`src/rtl/regfile_pkg.sv`:
```
// regfile_pkg: types and default parameters shared by the register file
// and its clear sequencer.
package regfile_pkg;

  // Clear-sequencer states
  typedef enum logic {
    IDLE  = 1'b0,
    CLEAR = 1'b1
  } clr_state_t;

  localparam int DEF_DATA_W = 32;
  localparam int DEF_ADDR_W = 5;
  localparam int DEF_NUM_RD = 2;

  // LSB position of port p inside a flat bus of w-bit fields
  function automatic int port_lsb(input int p, input int w);
    return p * w;
  endfunction

endpackage

```
`src/rtl/regfile_clear_seq.sv`:
```
// regfile_clear_seq: walks entries 1..DEPTH-1 one per clock and emits a
// zeroing write for each. Entry 0 is never stored, so it is skipped.
//
//   state | meaning
//   ------+-------------------------------------------------------------
//   IDLE  | waiting for clr_req; clr_busy low
//   CLEAR | zeroing entry cnt each edge; returns to IDLE after DEPTH-1
module regfile_clear_seq
  import regfile_pkg::*;
#(
  parameter int ADDR_W = DEF_ADDR_W
) (
  input  logic              clk,
  input  logic              rst,
  input  logic              clr_req,
  output logic              clr_busy,
  output logic              clr_we,
  output logic [ADDR_W-1:0] clr_addr
);

  localparam logic [ADDR_W-1:0] LAST_ADDR = '1;

  clr_state_t        state;
  logic [ADDR_W-1:0] cnt;

  // Clear FSM: state, address counter and registered busy flag
  always_ff @(posedge clk or posedge rst) begin
    if (rst) begin
      state    <= IDLE;
      cnt      <= '0;
      clr_busy <= 1'b0;
    end else begin
      case (state)
        IDLE: begin
          if (clr_req) begin
            state    <= CLEAR;
            cnt      <= ADDR_W'(1);
            clr_busy <= 1'b1;
          end
        end
        CLEAR: begin
          if (cnt == LAST_ADDR) begin
            state    <= IDLE;
            cnt      <= '0;
            clr_busy <= 1'b0;
          end else begin
            cnt <= cnt + ADDR_W'(1);
          end
        end
        default: begin
          state    <= IDLE;
          cnt      <= '0;
          clr_busy <= 1'b0;
        end
      endcase
    end
  end

  assign clr_we   = clr_busy;
  assign clr_addr = cnt;

endmodule

```
`src/rtl/regfile_mp.sv`:
```
// regfile_mp: multi-read-port register file with a per-entry busy
// scoreboard and a sequenced bulk clear. Entry 0 reads as zero.
// Optional same-cycle write-to-read forwarding: define REGFILE_BYPASS_EN.
module regfile_mp
  import regfile_pkg::*;
#(
  parameter int DATA_W = DEF_DATA_W,
  parameter int ADDR_W = DEF_ADDR_W,
  parameter int NUM_RD = DEF_NUM_RD
) (
  input  logic                     clk,
  input  logic                     rst,
  input  logic                     wr_en,
  input  logic [ADDR_W-1:0]        wr_addr,
  input  logic [DATA_W-1:0]        wr_data,
  input  logic                     issue_en,
  input  logic [ADDR_W-1:0]        issue_addr,
  input  logic [NUM_RD*ADDR_W-1:0] rd_addr,
  output logic [NUM_RD*DATA_W-1:0] rd_data,
  output logic [NUM_RD-1:0]        rd_busy,
  input  logic                     clr_req,
  output logic                     clr_busy
);

  localparam int DEPTH = 2 ** ADDR_W;

  logic [DATA_W-1:0] mem [DEPTH];
  logic [DEPTH-1:0]  busy;

  logic              clr_we;
  logic [ADDR_W-1:0] clr_addr;
  logic              wr_ok;
  logic              iss_ok;

  assign wr_ok  = wr_en && (wr_addr != '0);
  assign iss_ok = issue_en && (issue_addr != '0);

  regfile_clear_seq #(
    .ADDR_W(ADDR_W)
  ) u_clear_seq (
    .clk      (clk),
    .rst      (rst),
    .clr_req  (clr_req),
    .clr_busy (clr_busy),
    .clr_we   (clr_we),
    .clr_addr (clr_addr)
  );

  // Storage and scoreboard update; the clear owns the array while it runs,
  // and an issue overrides a same-cycle write's busy release.
  always_ff @(posedge clk or posedge rst) begin
    if (rst) begin
      mem  <= '{default: '0};
      busy <= '0;
    end else if (clr_we) begin
      mem[clr_addr]  <= '0;
      busy[clr_addr] <= 1'b0;
    end else begin
      if (wr_ok) begin
        mem[wr_addr]  <= wr_data;
        busy[wr_addr] <= 1'b0;
      end
      if (iss_ok) begin
        busy[issue_addr] <= 1'b1;
      end
    end
  end

  for (genvar p = 0; p < NUM_RD; p++) begin : g_rd
    logic [ADDR_W-1:0] a;
    logic [DATA_W-1:0] d;
    logic              b;

    assign a = rd_addr[port_lsb(p, ADDR_W) +: ADDR_W];

    // Read mux for one port, with optional forwarding of the in-flight write
    always_comb begin
      d = mem[a];
      b = busy[a];
`ifdef REGFILE_BYPASS_EN
      if (wr_ok && !clr_busy && (a == wr_addr)) begin
        d = wr_data;
        b = iss_ok && (issue_addr == a);
      end
`endif
      if (a == '0) begin
        d = '0;
        b = 1'b0;
      end
    end

    assign rd_data[port_lsb(p, DATA_W) +: DATA_W] = d;
    assign rd_busy[p]                              = b;
  end

endmodule

```
`config.mk`:
```
export PLATFORM = sky130hd
export DESIGN_NAME = regfile_mp
export DESIGN_NICKNAME = d
export VERILOG_FILES = /design/src/rtl/regfile_pkg.sv /design/src/rtl/regfile_clear_seq.sv /design/src/rtl/regfile_mp.sv
export SDC_FILE = /design/constraint.sdc
export NUM_CORES = 2
export LEC_CHECK = 0
export ABC_AREA = 1
export BUFFER_PORTS_ARGS = -buffer_cell sky130_fd_sc_hd__buf_2
export CORE_MARGIN = 4
export CORE_UTILIZATION = 42
export DETAILED_ROUTE_END_ITERATION = 10
export PLACE_DENSITY = 0.54
export SYNTH_ARGS = -nofsm -noshare
export SYNTH_HDL_FRONTEND = slang
export SYNTH_SLANG_ARGS = --single-unit
export TNS_END_PERCENT = 5
```
`constraint.sdc`:
```
create_clock -name clk -period 92.8 [get_ports clk]
set_clock_uncertainty 0.2 [all_clocks]
set_input_delay 27.84 -clock clk [delete_from_list [all_inputs] [get_ports clk]]
set_output_delay 27.84 -clock clk [all_outputs]
set_load 0.02 [all_outputs]
```
Word level (Yosys, flattened, before mapping)
Cells that the tools add are included.

cells by class
  add/sub/neg operators = 1
  bitwise operators = 12
  equality and inequality tests = 3
  muxes and demuxes = 40
  $lt $le $gt $ge = 14
  reductions and logical operators = 13

operators by type and width
  cell                    number
  $mux W1024              2
  $and A1024 B1024 Y1024  1
  $bwmux W1024            1
  $not A1024 Y1024        1
  $mux W32                12
  $bmux W32 S5            2
  $demux W32 S5           2
  $and A32 B32 Y32        2
  $not A32 Y32            2
  $or A32 B32 Y32         1
  $lt A5 B6 Y1 const B    5
  $ge A6 B6 Y1 const B    4
  $not A5 Y6              4
  $demux W1 S5            3
  $ge A5 B1 Y1 const B    3
  $lt A6 B1 Y1 const B    2
  $mux W1                 11
  $bmux W1 S5             2
  $logic_not A5 Y1        2
  $mux W5                 2
  $pmux W5 S2             1
  $reduce_bool A5 Y1      2
  $logic_and A1 B1 Y1     7
  $add A5 B1 Y5 const B   1
  6 further kinds         8

storage, ports and cells
  input bits = 57
  output and inout bits = 67
  word-level logic and storage cells = 119
  register bits after elaboration = 1063

Longest topological paths before layout
  word-level depth = 11
  depth in mapped cells = 13
  depth with buffers taken out = 9

Modules after synthesis
Synthesis repeated with hierarchy kept, for this count alone.

unflattened totals
  cell total of the unflattened synthesis = 8816
  area, all modules = 60591.9 um^2

modules (own cells, without submodules)
  module             area an instance (um^2)  seq. area each (um^2)  cells each  instances
  regfile_mp         60239.0                  26425.3                8779        1
  regfile_clear_seq  352.8                    175.2                  37          1

Least setup slack after synthesis
Ideal clock, no wire load.

  path kind = input -> output
  start = input rd_addr[7]
  end = output rd_data[52]
  arrival = 29.231 ns
  slack = 35.529 ns
  path buffers = 3
  cell stages on the path = 10
  required time = 64.760 ns
  cells stage by stage = buf_2 -> inv_1 -> clkbuf_1 -> clkbuf_1 -> nand3_1 -> nand2_1 -> nand2_1 -> nand3_1 -> nand2_1 -> nor2_1

between the ends
  word-level cells in the longest chain between the ends = 5
  elaborated cells on any way between the ends = 6
  classes of those cells = mux: 4; bitwise: 1; reduce/logical: 1

ends and longest elaborated chain
  item                                         line              RTL
  start, declared                              regfile_mp.sv:18  input logic [NUM_RD*ADDR_W-1:0] rd_addr,
  $not A5 Y6 (not written as such)             regfile_mp.sv:78  d = mem[a];
  $bmux W32 S5                                 regfile_mp.sv:78
  $mux W32 (not written as such) (2 in a row)  regfile_mp.sv:78
  $mux W32 *                                   regfile_mp.sv:86  if (a == '0) begin
  end, declared                                regfile_mp.sv:19  output logic [NUM_RD*DATA_W-1:0] rd_data,

Every way passes the cells marked *; elsewhere a longest branch is shown, timed or not. The select of a mux whose other input is x is not followed.

Final worst setup path
  start = input rd_addr[0]
  end = output rd_data[9]

The elaborated chain is that of the path after synthesis.

==> flow_metrics.tcl <==
set metrics [dict create \
    ys_types 29 \
    synth_edf_count 0 \
    syn_inst 8804 \
    yosys-top-cells-area "dfrtp_1 44%, nand2_1 18%, nand3_1 15%" \
    required_ns 64.76 \
    postCtsSetupRepairBufs 0 \
    ios 124 \
    slowest_delay_ns 0.86 \
    critPathTopFamily "buffers and inverters" \
    final_hold_viol_count 0 \
    place_congestion 0.906 \
    vias_per_cell 6.24 \
    critical-path-slowest-cell "buf_4" \
    crit_buf_inv 6 \
    synth_top_area_frac 0.437 \
    clock_latency_ns 0.78 \
    h-tree-depth 4 \
    drv_cap 0 \
    die_height_um 389 \
    grt_max_degree 166 \
    grt_pass1_vias 60994 \
    track_usage 0.384 \
    rsz0062_at_grt "false" \
    cp-end-kind "primary output" \
    rows 139 \
    drc 0 \
    status "completed" \
    fin_util 0.463 \
    setup_viol 0 \
    synth_warnings 0 \
    clock_sinks 1063 \
    setup.worst_path.class "primary input to primary output" \
    core_area_um2 144000 \
    synth.cell_area_um2 60800 \
    ys_seq_area_frac 0.437 \
    tightest_slew_ns 1.26 \
    overflow 0 \
    hold_buffers 0 \
    power_w 0.00151 \
    min_period_ns 61.01 \
    fmax_mhz 16.4 \
    dieArea_um2 151000 \
    relSlewSlack 0.160 \
    antenna_found_initial 18 \
    finalWirelength_mm 298 \
    p_per_area_nw_per_um2 22.7 \
    cts-buffers-inserted 133 \
    fin_cells 10401 \
    wl_per_cell_um 28.7 \
    die_w_um 389 \
    drive_gt1_frac 0.0658 \
    worst_setup_path_start_kind "primary input" \
    worst-path-max-fanout 86 \
    io_buffers 123 \
    placedCellCount 10160 \
    fin_crit_sh 0.657 \
    clockBufferDepth 3 \
    hpwl_mm 163 \
    avgSynthCellArea_um2 6.91 \
    syn-num-nets 8866 \
    ant_nets 0 \
    areaGrowthSynthToFinish_pct 9.51 \
    clkTransAtPathRegs_ns 0.06 \
    initial_core_util 0.423 \
    synth.ff_latch_count 1063 \
    setup_tns_ns 0 \
    ctsResizeCount 0 \
    drtIter0Drc 8756 \
    final-max-slew-violation-count 0 \
    grt_pass1_wl_mm 431 \
    cp.arrival_ns 32.97 \
    nNetsFinal 8454 \
    firstDrtPassIters 9 \
    yosys.area.top_type "dfrtp_1" \
    holdCritPathClass "flip-flop to flip-flop" \
    cts-root-buf "clkbuf_16" \
    total_leakage_power_nw 30.3 \
    synthFlopType "dfrtp_1" \
    ir_drop_uv 20.8 \
    vias 64928 \
    postSynth.asyncResetShare 1.00 \
    cts_tree "built" \
    cp_cell_sequence "buf_8, buf_4, buf_4, buf_4, buf_4, nand2_1, nand3_1, nand3_1, nand2_1, nand2_1, nand3_1, nand2_1, nor2_1, buf_2" \
]
[layout by cell type, fill, tap and decap left out, types with 12 or more instances in the layout]
cell       Yosys  final
clkbuf_1     506     34
buf_2        201    115
nand2_1     2893   2857
o21ai_4        0     12
clkinv_2       0     24
o211ai_1      85     85
o22ai_1      483    483
o21ai_1       76     64
dfrtp_1     1063   1063
inv_1        580    576
buf_4          2    136
nor2_1       237    237
a21oi_1      172    172
nand3_1     1819   1811
bufinv_16      0     12
clkbuf_16      0    138
clkbuf_8       0     20
nand2_2        1     28
o21ai_0      525    525
inv_2         15     16
[per-layer routing]
layer / track usage / wire (um) / up-vias
met2: 0.560 / 124000 / 4611
met3: 0.108 / 38300 / 1021
met4: 0.226 / 20000 / 12
met1: 0.510 / 116000 / 31035
met5: 0 / 74 / -
li1: - / - / 28249
[cell usage after synthesis (5+ instances only)]
cell type / n
nand2_1: 2893
nand3_1: 1819
dfrtp_1: 1063
inv_1: 580
o21ai_0: 525
clkbuf_1: 506
o22ai_1: 483
nor2_1: 237
buf_2: 201
a21oi_1: 172
buf_1: 102
o211ai_1: 85
o21ai_1: 76
inv_2: 15
nor3_1: 10
clkinv_1: 7
nand4_1: 6
ha_1: 5
[metrics by stage]
stage | hold slack [ns] | area [um^2] | setup WS [ns]
3_3_place_gp | 0.275 | 62200 | 31.95
2_1_floorplan | 0.258 | 60800 | 34.84
3_5_place_dp | 0.279 | 62200 | 31.99
6_report | 0.294 | 66600 | 31.79
4_1_cts | 0.295 | 66600 | 31.99
5_1_grt | 0.312 | 66600 | 31.65
[where the power goes]
group	leakage [nW]	total (W)	internal, W	switching [W]
sequential	14.7	0.000600	0.000539	0.0000609
combinational	13.4	0.000365	0.000101	0.000263
clock	2.20	0.000545	0.000322	0.000222
total	30.3	0.00151	0.000962	0.000547
[flip-flops by register name (all words and copies together) (netlist names)]
name                  count
mem                    1024
u_clear_seq.clr_addr      5
busy                     32
u_clear_seq.clr_busy      1
u_clear_seq.state         1
[tightest hold or removal path: stages, from the launching register on]
cell     delay, ns
dfrtp_1       0.36
nand2_1       0.06
inv_1         0.05
[area by class of cell]
class,instances,area (um^2)
Multi-Input combinational cell,6328,29100
Fill cell,14694,77200
Clock inverter,45,593
Sequential cell,1063,26600
Antenna cell,4,10.0
Timing Repair Buffer,264,1820
Clock buffer,192,3860
Tap cell,1903,2380
Inverter,602,2310
[worst paths after layout]
path / startpoint / end / slack, ns / depth (start not counted)
setup / recovery: rd_addr[0] / rd_data[9] / 31.79 / 14
hold / removal: mem[1021] / mem[1021] / 0.29 / 2
setup reg to reg: u_clear_seq.clr_busy / mem[812] / 88.85 / 6
hold reg to reg: mem[1021] / mem[1021] / 0.29 / 2
max in group asynchronous: rst / mem[903] / 61.53 / 6
min in group asynchronous: rst / mem[115] / 26.94 / 2
[cells by family (layout without fill, tap and decap cells)]
group	Yosys count	count (layout)	synth area share
flops	1063	1063	0.437
other cells	0	4	0
compound gates	1349	1349	0.125
buf+inv	1413	1103	0.0914
simple gates	4973	4973	0.345
xor+xnor	1	1	0.000144
fa+ha+maj	5	5	0.00103
Power figures use the tool's default switching activity.
